==> config.mk <==
export PLATFORM = sky130hd
export DESIGN_NAME = estirador_pulsos
export DESIGN_NICKNAME = d
export VERILOG_FILES = /design/src/rtl/estirador_pkg.sv /design/src/rtl/estirador_pulsos_contador.sv /design/src/rtl/estirador_pulsos.sv
export SDC_FILE = /design/constraint.sdc
export NUM_CORES = 1
export LEC_CHECK = 0
export BUFFER_PORTS_ARGS = -buffer_cell sky130_fd_sc_hd__buf_2
export CORE_UTILIZATION = 55
export DETAILED_ROUTE_END_ITERATION = 10
export PLACE_DENSITY = 0.76
export SETUP_SLACK_MARGIN = 0.4
export SYNTH_ARGS = -nofsm -noshare
export SYNTH_HDL_FRONTEND = slang
export SYNTH_HIERARCHICAL = 1
export SYNTH_SLANG_ARGS = --single-unit
==> constraint.sdc <==
create_clock -name iClk -period 7.1 [get_ports iClk]
set_clock_uncertainty 0.15 [all_clocks]
set_input_delay 1.42 -clock iClk [delete_from_list [all_inputs] [get_ports iClk]]
set_output_delay 1.42 -clock iClk [all_outputs]
set_load 0.01 [all_outputs]
==> src/rtl/estirador_pkg.sv <==
// Shared definitions for the pulse stretcher: FSM state encoding and default sizing.
package estirador_pkg;

  typedef enum logic [1:0] {
    REPOSO = 2'd0,
    ACTIVO = 2'd1,
    GUARDA = 2'd2
  } estado_t;

  localparam int unsigned CNT_W_DEF  = 8;
  localparam int unsigned GUARDA_DEF = 2;
  localparam int unsigned GCNT_W     = 4;

endpackage

==> src/rtl/estirador_pulsos_contador.sv <==
// Loadable down-counter with zero and last-count flags; load wins over decrement
// and the count saturates at zero.
module contador_descendente #(
  parameter int unsigned W = 8
) (
  input  logic         clk_i,
  input  logic         rst_i,
  input  logic         carga_i,
  input  logic [W-1:0] valor_i,
  input  logic         dec_i,
  output logic         cero_o,
  output logic         ultimo_o
);

  logic [W-1:0] cuenta_q, cuenta_d;

  always_comb begin
    cuenta_d = cuenta_q;
    if (carga_i) begin
      cuenta_d = valor_i;
    end else if (dec_i && (cuenta_q != '0)) begin
      cuenta_d = cuenta_q - 1'b1;
    end
  end

  always_ff @(posedge clk_i or posedge rst_i) begin
    if (rst_i) begin
      cuenta_q <= '0;
    end else begin
      cuenta_q <= cuenta_d;
    end
  end

  assign cero_o   = (cuenta_q == '0);
  assign ultimo_o = (cuenta_q == W'(1));

endmodule

==> src/rtl/estirador_pulsos.sv <==
// Pulse stretcher: a trigger yields a max(iAncho,1)-cycle high pulse followed by a forced-low
// guard time. Define ESTIRADOR_REDISPARO_EN to let triggers during the pulse restart it.
module estirador_pulsos
  import estirador_pkg::*;
#(
  parameter int unsigned CNT_W  = CNT_W_DEF,
  parameter int unsigned GUARDA = GUARDA_DEF
) (
  input  logic             iClk,
  input  logic             iReset,
  input  logic             iDisparo,
  input  logic [CNT_W-1:0] iAncho,
  output logic             oSenal,
  output logic             oOcupado,
  output logic             oPerdido
);

  localparam logic [GCNT_W-1:0] GUARDA_CARGA = GCNT_W'(GUARDA);

  estado_t           estado_q, estado_d;
  logic [GCNT_W-1:0] guarda_q, guarda_d;
  logic              senal_q, senal_d;
  logic              ocupado_q, ocupado_d;
  logic              perdido_q, perdido_d;
  logic              carga, dec, cero, ultimo;
  logic [CNT_W-1:0]  ancho_ef;

  assign ancho_ef = (iAncho == '0) ? CNT_W'(1) : iAncho;

  contador_descendente #(
    .W (CNT_W)
  ) u_contador (
    .clk_i    (iClk),
    .rst_i    (iReset),
    .carga_i  (carga),
    .valor_i  (ancho_ef),
    .dec_i    (dec),
    .cero_o   (cero),
    .ultimo_o (ultimo)
  );

  always_comb begin
    estado_d  = estado_q;
    guarda_d  = guarda_q;
    carga     = 1'b0;
    dec       = 1'b0;
    perdido_d = 1'b0;
    case (estado_q)
      estirador_pkg::REPOSO: begin
        if (iDisparo) begin
          estado_d = estirador_pkg::ACTIVO;
          carga    = 1'b1;
        end
      end
      estirador_pkg::ACTIVO: begin
        // Counter reads N in the first high cycle and 1 in the last; the exit
        // decrement leaves it at 0 while idle.
        dec = 1'b1;
        if (ultimo || cero) begin
          estado_d = estirador_pkg::GUARDA;
          guarda_d = GUARDA_CARGA;
        end
        if (iDisparo) begin
`ifdef ESTIRADOR_REDISPARO_EN
          carga    = 1'b1;
          estado_d = estirador_pkg::ACTIVO;
          guarda_d = '0;
`else
          perdido_d = 1'b1;
`endif
        end
      end
      estirador_pkg::GUARDA: begin
        perdido_d = iDisparo;
        if (guarda_q <= GCNT_W'(1)) begin
          estado_d = estirador_pkg::REPOSO;
          guarda_d = '0;
        end else begin
          guarda_d = guarda_q - 1'b1;
        end
      end
      default: begin
        estado_d = estirador_pkg::REPOSO;
        guarda_d = '0;
      end
    endcase
    senal_d   = (estado_d == estirador_pkg::ACTIVO);
    ocupado_d = (estado_d != estirador_pkg::REPOSO);
  end

  always_ff @(posedge iClk or posedge iReset) begin
    if (iReset) begin
      estado_q  <= estirador_pkg::REPOSO;
      guarda_q  <= '0;
      senal_q   <= 1'b0;
      ocupado_q <= 1'b0;
      perdido_q <= 1'b0;
    end else begin
      estado_q  <= estado_d;
      guarda_q  <= guarda_d;
      senal_q   <= senal_d;
      ocupado_q <= ocupado_d;
      perdido_q <= perdido_d;
    end
  end

  assign oSenal   = senal_q;
  assign oOcupado = ocupado_q;
  assign oPerdido = perdido_q;

endmodule

== Word-level counts from Yosys, hierarchy flattened ==
Index checks and enable logic that the tools add are counted.
W data, S select, Z words.

* Add/subtract/negate cells: 2
* Order comparisons: 1
* Equality and inequality tests: 5
* Muxes and demuxes: 14
* Bitwise operators: 1
* Reductions and logical operators: 9

{| class="wikitable"
|+ Operator list
! kind !! number
|-
| $mux W8 || 3
|-
| $logic_not A8 Y1 || 2
|-
| $pmux W4 S3 || 1
|-
| $eq A8 B1 Y1 const B || 1
|-
| $mux W4 || 2
|-
| $reduce_bool A8 Y1 || 1
|-
| $sub A8 B1 Y8 const B || 1
|-
| $mux W2 || 3
|-
| $pmux W2 S3 || 1
|-
| $eq A2 B1 Y1 const B || 2
|-
| $le A4 B1 Y1 const B || 1
|-
| $reduce_bool A2 Y1 || 2
|-
| $sub A4 B1 Y4 const B || 1
|-
| $mux W1 || 3
|-
| $eq A2 B2 Y1 const B || 1
|-
| $logic_not A2 Y1 || 1
|-
| $ne A2 B2 Y1 const B || 1
|-
| $pmux W1 S2 || 1
|-
| $reduce_and A2 Y1 || 1
|-
| $logic_and A1 B1 Y1 || 1
|-
| $logic_or A1 B1 Y1 || 1
|-
| $not A1 Y1 || 1
|}

* Register bits after elaboration: 17
* Input port bits: 11
* Output and inout port bits: 3

== Logic depth before layout (Yosys ltp) ==
* Word-level depth: 5
* Mapped depth: 9
* Depth with buffers taken out: 8

== Modules after synthesis ==
The synthesis kept the hierarchy.

{| class="wikitable"
|+ By module, submodules not included
! module !! times used !! cells each !! area each (µm²) !! seq. area each (µm²)
|-
| estirador_pulsos || 1 || 62 || 573.0 || 225.2
|-
| contador_descendente || 1 || 63 || 570.5 || 200.2
|}

== Worst setup path before layout ==
Ideal clock, no wire load.

* Path type: in2reg
* Start: in iDisparo
* End: reg u_contador.cuenta_q[6]
* Setup time: 0.126 ns
* Data arrival time: 2.172 ns
* Setup slack: 4.652 ns
* Stages on the path: 4
* Buffers on the path: 0
* Cells stage by stage: and2_1 clkinv_1 o211a_1 a221o_1

* Word-level cells in the longest chain between the ends: 3
* Elaborated cells between the ends (all ways): 4

{| class="wikitable"
|+ Ends and longest elaborated chain
! item !! line !! RTL
|-
| start: declaration || estirador_pulsos.sv:11 || <nowiki>input logic iDisparo,</nowiki>
|-
| $mux W1 (*) || estirador_pulsos.sv:50 || <nowiki>if (iDisparo) begin</nowiki>
|-
| $mux W1 (*) || estirador_pulsos.sv:48 || <nowiki>case (estado_q)</nowiki>
|-
| $mux W8 / $reduce_bool A2 Y1 (equally long branches) || n/a ||
|-
| end signal: assignment || estirador_pulsos_contador.sv:30 || <nowiki>cuenta_q <= cuenta_d;</nowiki>
|-
| end: declaration || estirador_pulsos_contador.sv:15 || <nowiki>logic [W-1:0] cuenta_q, cuenta_d;</nowiki>
|}

Every way passes the cells marked *; elsewhere a longest branch is shown, timed or not.
A chain may end at the register's enable or synchronous reset.

== Worst setup path in the final report ==
* Start: in iDisparo
* End: reg u_contador.cuenta_q[6]

* Word-level cells in the longest chain between the ends: 3
* Elaborated cells between the ends (all ways): 4

{| class="wikitable"
|+ Ends and longest elaborated chain
! item !! line !! RTL
|-
| $mux W1 (*) || estirador_pulsos.sv:50 ||
|-
| $mux W1 (*) || estirador_pulsos.sv:48 ||
|-
| via carga || estirador_pulsos.sv:25 || <nowiki>logic carga, dec, cero, ultimo;</nowiki>
|-
| $mux W8 / $reduce_bool A2 Y1 (equally long branches) || n/a ||
|}

The timed path passes the listed nets; every way through them passes the cells marked *.

==> results.cfg <==
[worst_setup_path]
max_stage_delay_ns = 0.41
crit_slowest_cell = and2_1
worstPathRequired_ns = 7.14
crit_start = iDisparo
critPathArrivalTime_ns = 2.73
start_kind = input pin
path_buf_inv = 2
worstReg2RegEnd = oOcupado$_DFF_PP0_
cp_cell_sequence = buf_2, and2_1, clkinv_1, o211a_1, a221o_1
path_depth = 5
cp_max_fo = 14
endpoint = u_contador/cuenta_q[6]$_DFFE_PP0P_
rr_worst_depth = 6
cp-end-kind = register
worst_path_dominant_cell_family = buffers and inverters
r2r-start = u_contador/cuenta_q[3]$_DFFE_PP0P_
r2r_slack_ns = 4.57
path_class = in -> reg

[logic_synthesis]
yosys_warnings = 6
ys_seq_area_frac = 0.372
synth-edff-count = 0
synth_seq_cells = 17
syn_inst = 125
syn-num-nets = 145
synth_area_um2 = 1140
avgSynthCellArea_um2 = 9.15
synthFlopType = dfrtp_1
yosysTopAreaCellShare = 0.372
synthArstFlopShare = 1.00
ys_types = 46
ys_top_cells_by_area = dfrtp_1 (37%), ha_1 (9.8%), inv_1 (3.9%), nor2_1 (3.9%), a21o_1 (2.6%)
yosys.area.top_type = dfrtp_1

[power_and_ir_drop]
vdd_drop_max_uv = 210
power_density_nw_per_um2 = 354
p_total_uw = 431
power.leakage_nw = 0.558

[clock_tree]
cts_made_buffers = 3
cts_setup_buffers = 0
cts_root_buf = clkbuf_4
path_clk_slew_ns = 0.11
hold_buffers = 0
clk-insertion-delay-late_ns = 0.30
clkSinkCount = 17
cts_tree = built
cts-htree-levels = 1
cts_buffer_depth = 2
post_cts_resized = 0

[routing]
routedWlPerCell_um = 14.8
drc = 0
drtAntennaViolNets = 0
drt-pass1-iter-count = 4
dr_total_vias = 957
via_per_inst = 6.06
drtIter0Drc = 26
drt-total-wl_um = 2340

[grt]
antenna_found_initial = 0
grt.overflow.total = 0
grt_first_pass_wirelength_um = 3720
grt_pass1_vias = 840
grt_max_degree = 15
grt_use_total = 0.238

[timing]
setup_tns_ns = 0
slew_headroom = 0.520
fin_crit_ns = 2.69
hold_violations = 0
rsz0062_at_grt = false
maxSlewViolCount = 0
timing.fmax_mhz = 372
fin_hold_ws_ns = 0.399
final.setup.worst_slack_ns = 4.41
finalSetupViolCount = 0
period_share = 0.379
tightest_slew_ns = 0.714

[placement]
placed_cell_area_um2 = 1190
io_buffers = 13
dp_slack_ns = 4.10
dp_hpwl_um = 1790
dp.cells = 154
routabilityCongestion = 0.830

[layout]
diodes = 0
final-seq-area_um2 = 425
area_growth_pct = 6.35
drive_above_1_share = 0.183
multiInputGateArea_um2 = 616
design_area_um2 = 1220
final_util = 0.620
fin_nets = 152
fill_cells = 191
fin_cells = 158

[status]
status = finished, final reports clean

[floorplanning]
die_h_um = 47.6
fp-row-count = 16
start_util = 0.583
die_w_um = 47.6
fp.dieArea_um2 = 2270
ios = 14
core_area_um2 = 1960

[run]
max_cap_viol_count = 0

[hold_path]
hold_path_startpoint = guarda_q[2]$_DFFE_PP0P_
hold_path.class = reg -> reg
## worst reg2reg max path: stages (launching register included)
cell and delay [ns]:
dfrtp_1 0.48, or4_1 0.61, nor4b_1 0.40, nor2_1 0.07
a21o_1 0.29, o221ai_1 0.32, nand2b_1 0.10
## cell families (layout without fill, tap and decap cells)
logic type,count (synthesis),in the layout,share of synthesized area
AO/OA/AOI/OAI,34,34,0.232
flip-flops,17,17,0.372
buffers and inverters,24,30,0.0897
adder cells (fa/ha/maj),9,9,0.0985
AND/OR/NAND/NOR,41,41,0.208
## worst min path at each step
stage                         endpoint  cells past startpoint  slack (ns)
2_1_floorplan  guarda_q[2]$_DFFE_PP0P_                      1        0.36
3_3_place_gp   guarda_q[2]$_DFFE_PP0P_                      1        0.38
3_5_place_dp   guarda_q[2]$_DFFE_PP0P_                      1        0.39
4_1_cts        guarda_q[2]$_DFFE_PP0P_                      1        0.40
5_1_grt        guarda_q[2]$_DFFE_PP0P_                      1        0.41
6_report       guarda_q[2]$_DFFE_PP0P_                      1        0.40
## area by class of cell
cell class                      count  area share
Multi-Input combinational cell     84       0.506
Sequential cell                    17       0.350
Timing Repair Buffer               13      0.0535
Inverter                           13      0.0401
Tap cell                           27      0.0278
Clock buffer                        3      0.0185
Clock inverter                      1     0.00412
## cell usage after synthesis, types with 2 or more instances
cell / instances
a21o_1: 4
a21oi_1: 4
a31oi_1: 3
and2_1: 3
clkbuf_1: 8
dfrtp_1: 17
ha_1: 9
inv_1: 12
nand2_1: 4
nand3_1: 2
nor2_1: 12
nor3_1: 3
nor3b_1: 2
nor4_1: 2
nor4b_1: 2
o2111ai_1: 2
o21ai_0: 3
o311ai_0: 2
o41ai_1: 3
or4_1: 2
## registers in the layout, summed over array words and instances (netlist names)
signal	cells
oPerdido	1
estado_q	2
guarda_q	4
oOcupado	1
u_contador/cuenta_q	8
oSenal	1
## cell usage in the layout, fill, tap and decap left out, drive strengths merged, types with 4 or more instances in the layout
cell type | synthesis | final
dfrtp | 17 | 17
buf | 2 | 13
inv | 12 | 12
nor2 | 12 | 12
ha | 9 | 9
a21oi | 5 | 5
a21o | 4 | 4
nand2 | 4 | 4
## routing by layer
metal,share of wire,track usage,vias to the layer above
met5,0,0,-
met4,0.0068,0.106,0
met3,0.047,0.0604,2
met2,0.49,0.397,29
met1,0.46,0.292,454
li1,-,-,472
## report_power, final
group / total [mW] / switching (mW) / internal, mW
sequential: 0.173 / 0.0394 / 0.134
clock: 0.0533 / 0.0323 / 0.0210
combinational: 0.205 / 0.121 / 0.0835
total: 0.431 / 0.193 / 0.238
Power figures use the tool's default switching activity.
